<file path="src/rtl/mips_mc_ctrl_if.sv">
// mips_mc_ctrl_if: opcode/handshake inputs and control strobes between the control FSM and its datapath.
interface mips_mc_ctrl_if #(parameter int CNT_W = 32);
    logic [5:0]       opcode, funct;
    logic             imem_ready, dmem_ready, alu_nonzero;
    logic             imem_req, ir_we, pc_we, pc_src, alu_out_we, dmem_re, dmem_we;
    logic             reg_we, reg_dst, mem_to_reg, illegal, bus_err;
    logic [2:0]       state;
    logic [CNT_W-1:0] instr_count;
    modport master (
        input  opcode, funct, imem_ready, dmem_ready, alu_nonzero,
        output imem_req, ir_we, pc_we, pc_src, alu_out_we, dmem_re, dmem_we,
        output reg_we, reg_dst, mem_to_reg, illegal, bus_err, state, instr_count
    );
    modport slave (
        output opcode, funct, imem_ready, dmem_ready, alu_nonzero,
        input  imem_req, ir_we, pc_we, pc_src, alu_out_we, dmem_re, dmem_we,
        input  reg_we, reg_dst, mem_to_reg, illegal, bus_err, state, instr_count
    );
endinterface

</file>
<file path="src/rtl/mips_mc_ctrl.sv">
// mips_mc_ctrl: multi-cycle MIPS control FSM (FETCH/DECODE/EXEC/MEM/WB) with bus timeout and retire counter.
// Strobes decode combinationally from the registered state and are held low while rst is high.
module mips_mc_ctrl #(
    parameter int CNT_W       = 32,
    parameter int MEM_TIMEOUT = 255
) (
    input logic            clk,
    input logic            rst,
    mips_mc_ctrl_if.master bus
);
    localparam int WW = MEM_TIMEOUT > 1 ? $clog2(MEM_TIMEOUT + 1) : 1;
    typedef enum logic [2:0] {FETCH = 3'd0, DECODE = 3'd1, EXEC = 3'd2, MEM = 3'd3, WB = 3'd4} state_e;
    state_e           state_q, state_d;
    logic [WW-1:0]    wait_q, wait_d;
    logic [CNT_W-1:0] cnt_q;
    logic is_r, r_ok, is_imm, is_ld, is_st, is_br, is_j, legal, run;
    logic in_f, in_d, in_e, in_m, in_w, rdy, waiting, tmo, retire;
    assign is_r   = bus.opcode == 6'b000000;
    assign r_ok   = is_r && bus.funct inside {6'b100000, 6'b100010, 6'b100100, 6'b100101,
                                              6'b100110, 6'b101010, 6'b000000, 6'b000010};
    assign is_imm = bus.opcode inside {6'b001000, 6'b001100};
    assign is_ld  = bus.opcode == 6'b100011;
    assign is_st  = bus.opcode == 6'b101011;
    assign is_br  = bus.opcode inside {6'b000100, 6'b000101};
    assign is_j   = bus.opcode == 6'b000010;
    assign legal  = r_ok || is_imm || is_ld || is_st || is_br || is_j;
    assign in_f = state_q == FETCH;
    assign in_d = state_q == DECODE;
    assign in_e = state_q == EXEC;
    assign in_m = state_q == MEM;
    assign in_w = state_q == WB;
    assign rdy     = in_f ? bus.imem_ready : bus.dmem_ready;
    assign waiting = (in_f || in_m) && !rdy;
    // wait_q holds the waits before this cycle, so the MEM_TIMEOUT-th wait fires here
    assign tmo     = MEM_TIMEOUT != 0 && waiting && wait_q == WW'(MEM_TIMEOUT - 1);
    assign retire  = (in_e && (is_br || is_j)) || (in_m && bus.dmem_ready && is_st) || in_w;
    assign wait_d  = waiting && !tmo ? wait_q + 1'b1 : '0;
    always_comb begin
        state_d = FETCH;
        case (state_q)
            FETCH:  state_d = bus.imem_ready ? DECODE : FETCH;
            DECODE: state_d = legal ? EXEC : FETCH;
            EXEC:   state_d = (is_ld || is_st) ? MEM : (is_br || is_j) ? FETCH : WB;
            MEM:    state_d = bus.dmem_ready ? (is_ld ? WB : FETCH) : tmo ? FETCH : MEM;
            default: state_d = FETCH;
        endcase
    end
    always_ff @(posedge clk or posedge rst) begin
        if (rst) begin
            state_q <= FETCH;
            wait_q  <= '0;
            cnt_q   <= '0;
        end else begin
            state_q <= state_d;
            wait_q  <= wait_d;
            cnt_q   <= cnt_q + CNT_W'(retire);
        end
    end
    assign run            = !rst;
    assign bus.imem_req   = run && in_f;
    assign bus.ir_we      = run && in_f && bus.imem_ready;
    assign bus.pc_we      = run && ((in_f && bus.imem_ready) || (in_e && (is_j || (is_br && bus.alu_nonzero))));
    assign bus.pc_src     = run && in_e && (is_br || is_j);
    assign bus.alu_out_we = run && in_e;
    assign bus.dmem_re    = run && in_m && is_ld;
    assign bus.dmem_we    = run && in_m && is_st;
    assign bus.reg_we     = run && in_w;
    assign bus.reg_dst    = run && in_w && is_r;
    assign bus.mem_to_reg = run && in_w && is_ld;
    assign bus.illegal    = run && in_d && !legal;
    assign bus.bus_err    = run && tmo;
    assign bus.state       = state_q;
    assign bus.instr_count = cnt_q;
endmodule

</file>
<file path="src/flat_wrapper.sv">
// flat-port wrapper written by rule: the top's interface ports become plain ports
module mips_mc_ctrl_flat 
#(
    parameter int CNT_W       = 32,
    parameter int MEM_TIMEOUT = 255
)
  (clk, rst, bus_opcode, bus_funct, bus_imem_ready, bus_dmem_ready, bus_alu_nonzero, bus_imem_req, bus_ir_we, bus_pc_we, bus_pc_src, bus_alu_out_we, bus_dmem_re, bus_dmem_we, bus_reg_we, bus_reg_dst, bus_mem_to_reg, bus_illegal, bus_bus_err, bus_state, bus_instr_count);
  mips_mc_ctrl_if #(.CNT_W(CNT_W)) bus_i ();
  input logic clk;
  input logic rst;
  input wire logic [$bits(bus_i.opcode)-1:0] bus_opcode;
  input wire logic [$bits(bus_i.funct)-1:0] bus_funct;
  input wire logic [$bits(bus_i.imem_ready)-1:0] bus_imem_ready;
  input wire logic [$bits(bus_i.dmem_ready)-1:0] bus_dmem_ready;
  input wire logic [$bits(bus_i.alu_nonzero)-1:0] bus_alu_nonzero;
  output wire logic [$bits(bus_i.imem_req)-1:0] bus_imem_req;
  output wire logic [$bits(bus_i.ir_we)-1:0] bus_ir_we;
  output wire logic [$bits(bus_i.pc_we)-1:0] bus_pc_we;
  output wire logic [$bits(bus_i.pc_src)-1:0] bus_pc_src;
  output wire logic [$bits(bus_i.alu_out_we)-1:0] bus_alu_out_we;
  output wire logic [$bits(bus_i.dmem_re)-1:0] bus_dmem_re;
  output wire logic [$bits(bus_i.dmem_we)-1:0] bus_dmem_we;
  output wire logic [$bits(bus_i.reg_we)-1:0] bus_reg_we;
  output wire logic [$bits(bus_i.reg_dst)-1:0] bus_reg_dst;
  output wire logic [$bits(bus_i.mem_to_reg)-1:0] bus_mem_to_reg;
  output wire logic [$bits(bus_i.illegal)-1:0] bus_illegal;
  output wire logic [$bits(bus_i.bus_err)-1:0] bus_bus_err;
  output wire logic [$bits(bus_i.state)-1:0] bus_state;
  output wire logic [$bits(bus_i.instr_count)-1:0] bus_instr_count;
  assign bus_i.opcode = bus_opcode;
  assign bus_i.funct = bus_funct;
  assign bus_i.imem_ready = bus_imem_ready;
  assign bus_i.dmem_ready = bus_dmem_ready;
  assign bus_i.alu_nonzero = bus_alu_nonzero;
  assign bus_imem_req = bus_i.imem_req;
  assign bus_ir_we = bus_i.ir_we;
  assign bus_pc_we = bus_i.pc_we;
  assign bus_pc_src = bus_i.pc_src;
  assign bus_alu_out_we = bus_i.alu_out_we;
  assign bus_dmem_re = bus_i.dmem_re;
  assign bus_dmem_we = bus_i.dmem_we;
  assign bus_reg_we = bus_i.reg_we;
  assign bus_reg_dst = bus_i.reg_dst;
  assign bus_mem_to_reg = bus_i.mem_to_reg;
  assign bus_illegal = bus_i.illegal;
  assign bus_bus_err = bus_i.bus_err;
  assign bus_state = bus_i.state;
  assign bus_instr_count = bus_i.instr_count;
  mips_mc_ctrl #(.CNT_W(CNT_W), .MEM_TIMEOUT(MEM_TIMEOUT)) u_core (.clk(clk), .rst(rst), .bus(bus_i));
endmodule
</file>
<file path="config.mk">
export PLATFORM = sky130hd
export DESIGN_NAME = mips_mc_ctrl_flat
export DESIGN_NICKNAME = d
export VERILOG_FILES = /design/src/rtl/mips_mc_ctrl_if.sv /design/src/rtl/mips_mc_ctrl.sv /design/src/flat_wrapper.sv
export SDC_FILE = /design/constraint.sdc
export NUM_CORES = 1
export LEC_CHECK = 0
export CAP_MARGIN = 15
export CORE_ASPECT_RATIO = 1.2
export CORE_MARGIN = 4
export CORE_UTILIZATION = 35
export CTS_CLUSTER_DIAMETER = 30
export DETAILED_ROUTE_END_ITERATION = 8
export GPL_ROUTABILITY_DRIVEN = 0
export MAX_ROUTING_LAYER = met4
export PLACE_DENSITY = 0.67
export SYNTH_ARGS = -nofsm -noshare
export SYNTH_HDL_FRONTEND = slang
export SYNTH_SLANG_ARGS = --single-unit
</file>
<file path="constraint.sdc">
create_clock -name clk -period 2.5 [get_ports clk]
set_clock_uncertainty 0.15 [all_clocks]
set_input_delay 0.5 -clock clk [delete_from_list [all_inputs] [get_ports clk]]
set_output_delay 0.5 -clock clk [all_outputs]
set_load 0.05 [all_outputs]
</file>
==> impl_metrics.toml, run 1 <==
[power]
finalPower_w = 0.00151
max-vdd-ir-drop_mv = 0.201
p_sw_w = 0.000450
power.internal_w = 0.00106
switching_share_pct = 29.8
pwr-share-seq_pct = 50.5
powerDensity_nw_per_um2 = 402
p_leak_nw = 1.68
power.share.combinational_pct = 22.6
pwr-share-clk_pct = 27.0

[critical_path]
critical_path_class = "in2reg"
crit_required_ps = 2530
cp.arrival_ps = 2820
crit_slowest_cell = "or3b_4"
rrSetupSlack_ps = 110
crit_chain = "buf_6 -> or3b_4 -> a2111oi_4 -> nor2b_4 -> a21oi_2 -> o21ai_2 -> ha_4 -> nand3_4 -> or2_4 -> nor3_4 -> nand3_1 -> xnor2_1"
crit_fanout = 4
endpoint_kind = "register"
max_stage_delay_ps = 390
crit_path_start_kind = "input pin"

[floorplan]
die_w_um = 80.1
die_h_um = 94.6
core_sq_um = 6050
dieArea_sq_um = 7580
start_util_pct = 36.1
boundaryPins = 64
num_rows = 31

[logic_synthesis]
yosys.area.top_type = "dfrtp_1"
yosysTopAreaCellShare_pct = 49.2
synth-seq-cells = 43
synth_common_cells = "dfrtp_1 (43), nor2_1 (24), nand2_1 (21)"
synth_area_leaders = "dfrtp_1 (49%), xnor2_1 (8.0%), xor2_1 (6.4%)"
async_flop_share_pct = 100
yosysSeqAreaShare_pct = 49.2
syn_inst = 221
synth_edf_count = 0
synth.distinct_cells = 37
yosysMostFrequentCell = "dfrtp_1"
syn_nets = 242
yosys_warnings = 0
syn_area_per_cell_sq_um = 9.89
syn_area_sq_um = 2190
ys.flop_type = "dfrtp_1"

[clock_tree]
insertion_delay_ps = 290
clkSinkCount = 43
clk_pin_slew_ps = 70
cts_tree = "yes"
root_buffer = "clkbuf_8"
clk_path_buf_depth = 2
cts_inserted_buffers = 5
htreeDepth = 2

[sta]
rsz0062_at_grt = "true"
setup_viol = 29
tightest_slew_ps = 515
drv_slew = 0
timing.fmax_ghz = 0.358
period_minus_slack_ps = 2790
slew_headroom_pct = 65.6
hold_violations = 0
layout_setup_ws_ps = -291
period_share_pct = 112

[global_routing]
grt_busiest_layer = "met2"
antenna_found_initial = 0
use_met2_pct = 28.7
grt_use_total_pct = 16.0
first_global_vias = 2134
grt_max_degree = 44
met1_usage_pct = 17.3
grt_pass1_wl_mm = 9.48
grt_remaining_overflow = 0
met3_usage_pct = 4.10

[placed_design]
dp.cells = 400
port_buffers = 63
hpwlAfterDp_mm = 4.16
place_ws_ps = -970

[final_layout]
ff_latch_area_sq_um = 1080
multiInputGateArea_sq_um = 1360
num_antenna_cells = 0
fillerInstances = 537
nets = 352
syn2layout_area_growth_pct = 72.0
utilization_pct = 62.1
drive_gt1_share_pct = 36.7
final_cells = 414

[routing]
wl_per_cell_um = 13.3
finalWirelength_mm = 5.51
ant_nets = 0
via_count = 2019
first_iter_violations = 55
drc = 0
first_pass_iters = 4
avgViaCountPerCell = 4.88

[hold_path]
hold_path_class = "reg2reg"

[flow_run]
drv_cap = 0

[run_status]
violations = "setup timing"
status = "finished, violations left"
## logic make-up (layout without fill, tap and decap cells)
kind of cell               after synthesis  after routing  share of synthesized area [%]
and+or+nand+nor                        111            111                           26.6
DFF                                     43             43                           49.2
xor gates and xnor gates                36             36                           14.4
AOI/OAI and AO/OA                       13             13                           4.47
buffers and inverters                   13            124                           2.58
adders and majority gates                4              4                           2.29
muxes                                    1              1                          0.458
## worst paths after layout
check / start / endpoint / cells past startpoint
min in group asynchronous: rst / u_core.wait_q[5]$_DFF_PP0_ / 4
worst max-delay path: bus_opcode[2] / u_core.bus.instr_count[31]$_DFF_PP0_ / 12
worst max register to register: u_core.bus.state[2]$_DFF_PP0_ / u_core.bus.instr_count[31]$_DFF_PP0_ / 11
worst min register to register: u_core.bus.instr_count[31]$_DFF_PP0_ / u_core.bus.instr_count[31]$_DFF_PP0_ / 1
max in group asynchronous: rst / u_core.bus.state[2]$_DFF_PP0_ / 4
worst min-delay path: u_core.bus.instr_count[31]$_DFF_PP0_ / u_core.bus.instr_count[31]$_DFF_PP0_ / 1
## power groups by stage
| stage | combinational [W] | sequential (W) | clock (W) |
|---|---|---|---|
| 2_1_floorplan | 0.0000967 | 0.000841 | 0 |
| 3_3_place_gp | 0.000324 | 0.000769 | 0 |
| 3_5_place_dp | 0.000328 | 0.000768 | 0 |
| 4_1_cts | 0.000335 | 0.000755 | 0.000424 |
| 5_1_grt | 0.000363 | 0.000768 | 0.000462 |
| 6_report | 0.000341 | 0.000763 | 0.000407 |
## critical path, delay by kind of cell
family / cells / cell delay [ps]
compound gates: 3 / 530
xor+xnor: 1 / 140
fa+ha+maj: 1 / 180
buf+inv: 1 / 90
simple gates: 6 / 1370
## per-layer routing
metal,up-vias,share of wire (%)
li1,977,-
met1,974,40
met2,58,52
met3,10,5.9
met4,0,1.6
met5,-,0
## flip-flops by register name, summed over array words and instances (netlist names)
name / count
u_core.bus.instr_count: 32
u_core.bus.state: 3
u_core.wait_q: 8
## metrics by stage
step,setup TNS (ps),cell area (sq um),hold slack (ps)
6_report,-5410,3760,314
5_1_grt,-9000,3760,347
4_1_cts,-6280,3630,326
3_5_place_dp,-27620,3440,316
3_3_place_gp,-26820,3440,312
2_1_floorplan,-8840,2330,342
## cells in the final DEF (no fill, tap or decap), drive strengths merged
cell type / instances
buf: 61
clkdlybuf4s50: 45
dfrtp: 43
nor2: 24
nand2: 21
xnor2: 20
nand3: 17
xor2: 16
nor3: 11
inv: 8
clkbuf: 8
and3: 6
nand4: 5
and4: 5
nor2b: 4
nand2b: 4
ha: 4
nor4: 3
and2: 3
o21ai: 3
or2: 2
a31oi: 2
or3: 2
a32oi: 2
a21oi: 2
o31ai: 1
or3b: 1
a2111oi: 1
nand3b: 1
or4: 1
mux2i: 1
o31a: 1
o41ai: 1
nor4b: 1
clkinv: 1
dlygate4sd2: 1
## what timing repair did
item / 4_1_cts / 5_1_grt
cloned: 0 / 0
pin swaps: 24 / 21
setup buffers: 4 / 7
hold buffers: 0 / 0
resized for setup: 44 / 27
setup endpoints to repair: 37 / 39
## cell type report
class	count	share of cell area (%)
flip-flops and latches	43	28.7
multi-input cells	165	36.1
clock inverters	1	0.133
well taps	82	2.73
inverters	8	0.799
repair buffers	108	29.5
clock buffers	7	2.03
No activity file was read; power rests on OpenSTA's default activity.
==> run 2, diff against run 1 <==
--- a/config.mk
+++ b/config.mk
@@ -8,12 +8,12 @@
 export CAP_MARGIN = 15
 export CORE_ASPECT_RATIO = 1.2
 export CORE_MARGIN = 4
-export CORE_UTILIZATION = 35
+export CORE_UTILIZATION = 43
 export CTS_CLUSTER_DIAMETER = 30
 export DETAILED_ROUTE_END_ITERATION = 8
 export GPL_ROUTABILITY_DRIVEN = 0
-export MAX_ROUTING_LAYER = met4
-export PLACE_DENSITY = 0.67
+export HOLD_SLACK_MARGIN = 0.15
+export PLACE_DENSITY = 0.8
 export SYNTH_ARGS = -nofsm -noshare
 export SYNTH_HDL_FRONTEND = slang
 export SYNTH_SLANG_ARGS = --single-unit
==> run 2 against run 1 <==
  * The flow still finishes with violations (setup timing)
  * Critical endpoint unchanged
  * Clock power grew 17%
  * Non-clock buffer count grew 2
  * Hold slack gained 35 ps
  * Largest power group unchanged
  * Combinational power is essentially flat
  * Largest cell class unchanged
  * Sequential cell count is the same
  * Worst setup slack lost 140 ps
  * Die area shrank 17%
  * Final cell count shrank 4.8%
==> impl_metrics.toml, run 2 (synthesis gave the netlist of run 1 again) <==
[floorplan]
num_rows = 28
die_h_um = 86.1
core_sq_um = 4940
boundaryPins = 64
start_util_pct = 44.3
dieArea_sq_um = 6290
die_w_um = 73.1

[sta]
tightest_slew_ps = 538
setup-tns-final_ps = -8990
slew_headroom_pct = 64.0
whs_ps = 349
setup_viol = 31
rsz0062_at_grt = "true"
period_minus_slack_ps = 2930
layout_setup_ws_ps = -428
timing.fmax_ghz = 0.342
period_share_pct = 117
hold_violations = 0
drv_slew = 0

[global_routing]
grt_pass1_wl_mm = 9.65
grt_max_degree = 36
first_global_vias = 2049
grt_remaining_overflow = 0
antenna_found_initial = 0
grt_use_total_pct = 19.5

[final_layout]
layout_commonest_cell = "clkdlybuf4s50_1"
nets = 354
drive_gt1_share_pct = 36.5
largest_reg_flops = 32
fillerInstances = 311
num_antenna_cells = 0
final_cells = 394
final_cell_mix = "clkdlybuf4s50_1 (45), dfrtp_1 (40), buf_4 (39), nand2_1 (18), xnor2_1 (18)"
syn2layout_area_growth_pct = 71.1

[routing]
avgViaCountPerCell = 5.28
first_pass_iters = 4
finalWirelength_mm = 6.11
first_iter_violations = 110
wl_per_cell_um = 15.5
drc = 0
via_count = 2079
ant_nets = 0

[critical_path]
critical_path_class = "in2reg"
endpoint_kind = "register"
timing.rr.start = "u_core.bus.state[2]$_DFF_PP0_"
crit_required_ps = 2530
crit_fanout = 4
cp.arrival_ps = 2960
critical_path.startpoint = "bus_opcode[0]"
crit_path_start_kind = "input pin"

[hold_path]
hold_path_class = "reg2reg"
hold_path_startpoint = "u_core.bus.instr_count[17]$_DFF_PP0_"

[clock_tree]
htreeDepth = 2
insertion_delay_ps = 290
clk_path_buf_depth = 2
clk_pin_slew_ps = 70
cts_hold_buf = 0
root_buffer = "clkbuf_8"
cts_tree = "yes"
clkSinkCount = 43
cts_inserted_buffers = 5

[placed_design]
hpwlAfterDp_mm = 4.22
place_ws_ps = -994
port_buffers = 63
dp.cells = 374

[power]
max-vdd-ir-drop_mv = 0.220
p_leak_nw = 1.70
powerDensity_nw_per_um2 = 420
finalPower_w = 0.00157

[flow_run]
drv_cap = 0

[run_status]
violations = "setup timing"
status = "finished, violations left"
==> run 2: changes by cell type in the layout (fill, tap and decap cells not counted), sizes merged <==
cell | before | now
clkinv | 1 | 0
buf | 61 | 64
==> run 2: critical path: stages <==
cell,delay [ps]
buf_6,90
or3b_4,400
a2111oi_4,350
nor2b_4,210
a21oi_2,50
o21ai_2,120
ha_2,230
buf_6,110
nand3_4,60
or2_4,270
nor3_4,260
nand3_2,140
xnor2_2,160
==> run 2: worst paths after layout <==
check | endpoint | slack, ps | depth (start not counted)
max | u_core.bus.instr_count[31]$_DFF_PP0_ | -430 | 13
min | u_core.bus.instr_count[17]$_DFF_PP0_ | 350 | 1
max reg2reg | u_core.bus.instr_count[31]$_DFF_PP0_ | -70 | 10
min reg2reg | u_core.bus.instr_count[17]$_DFF_PP0_ | 350 | 1
max in group asynchronous | u_core.bus.state[2]$_DFF_PP0_ | 1160 | 4
min in group asynchronous | u_core.bus.instr_count[4]$_DFF_PP0_ | 560 | 4
==> run 2: per-stage QoR <==
stage	instance area [sq um]	utilization [%]
after global placement	3370	68.3
after global routing	3740	75.7
after floorplan	2330	-
after CTS	3600	72.9
after detailed placement	3370	68.3
final	3740	75.7
==> run 2: final cells by class <==
class | instances | area, sq um | share of cell area, %
clock buffers | 8 | 100 | 2.68
inverters | 8 | 30.0 | 0.803
well taps | 60 | 75.1 | 2.01
repair buffers | 110 | 1110 | 29.8
multi-input cells | 165 | 1340 | 35.8
flip-flops and latches | 43 | 1080 | 28.9
==> run 2: repair_timing <==
item	CTS	global route
endpoints found under the setup margin	37	36
cloned	0	0
resized for setup	44	24
setup buffers	8	7
pin swaps	14	28
==> run 2: power breakdown <==
group	switching (W)	leakage, nW	internal (W)
Clock	0.000224	0.0515	0.000252
Sequential	0.0000341	0.590	0.000721
Combinational	0.000200	1.06	0.000140
==> run 2: per-layer routing <==
layer  wire length, um  track usage (%)  part of all wire [%]
met5                 0                0                     0
met3               457             6.45                   7.5
met2              3280             33.0                    54
met1              2270             23.1                    37
met4               112             6.21                   1.8
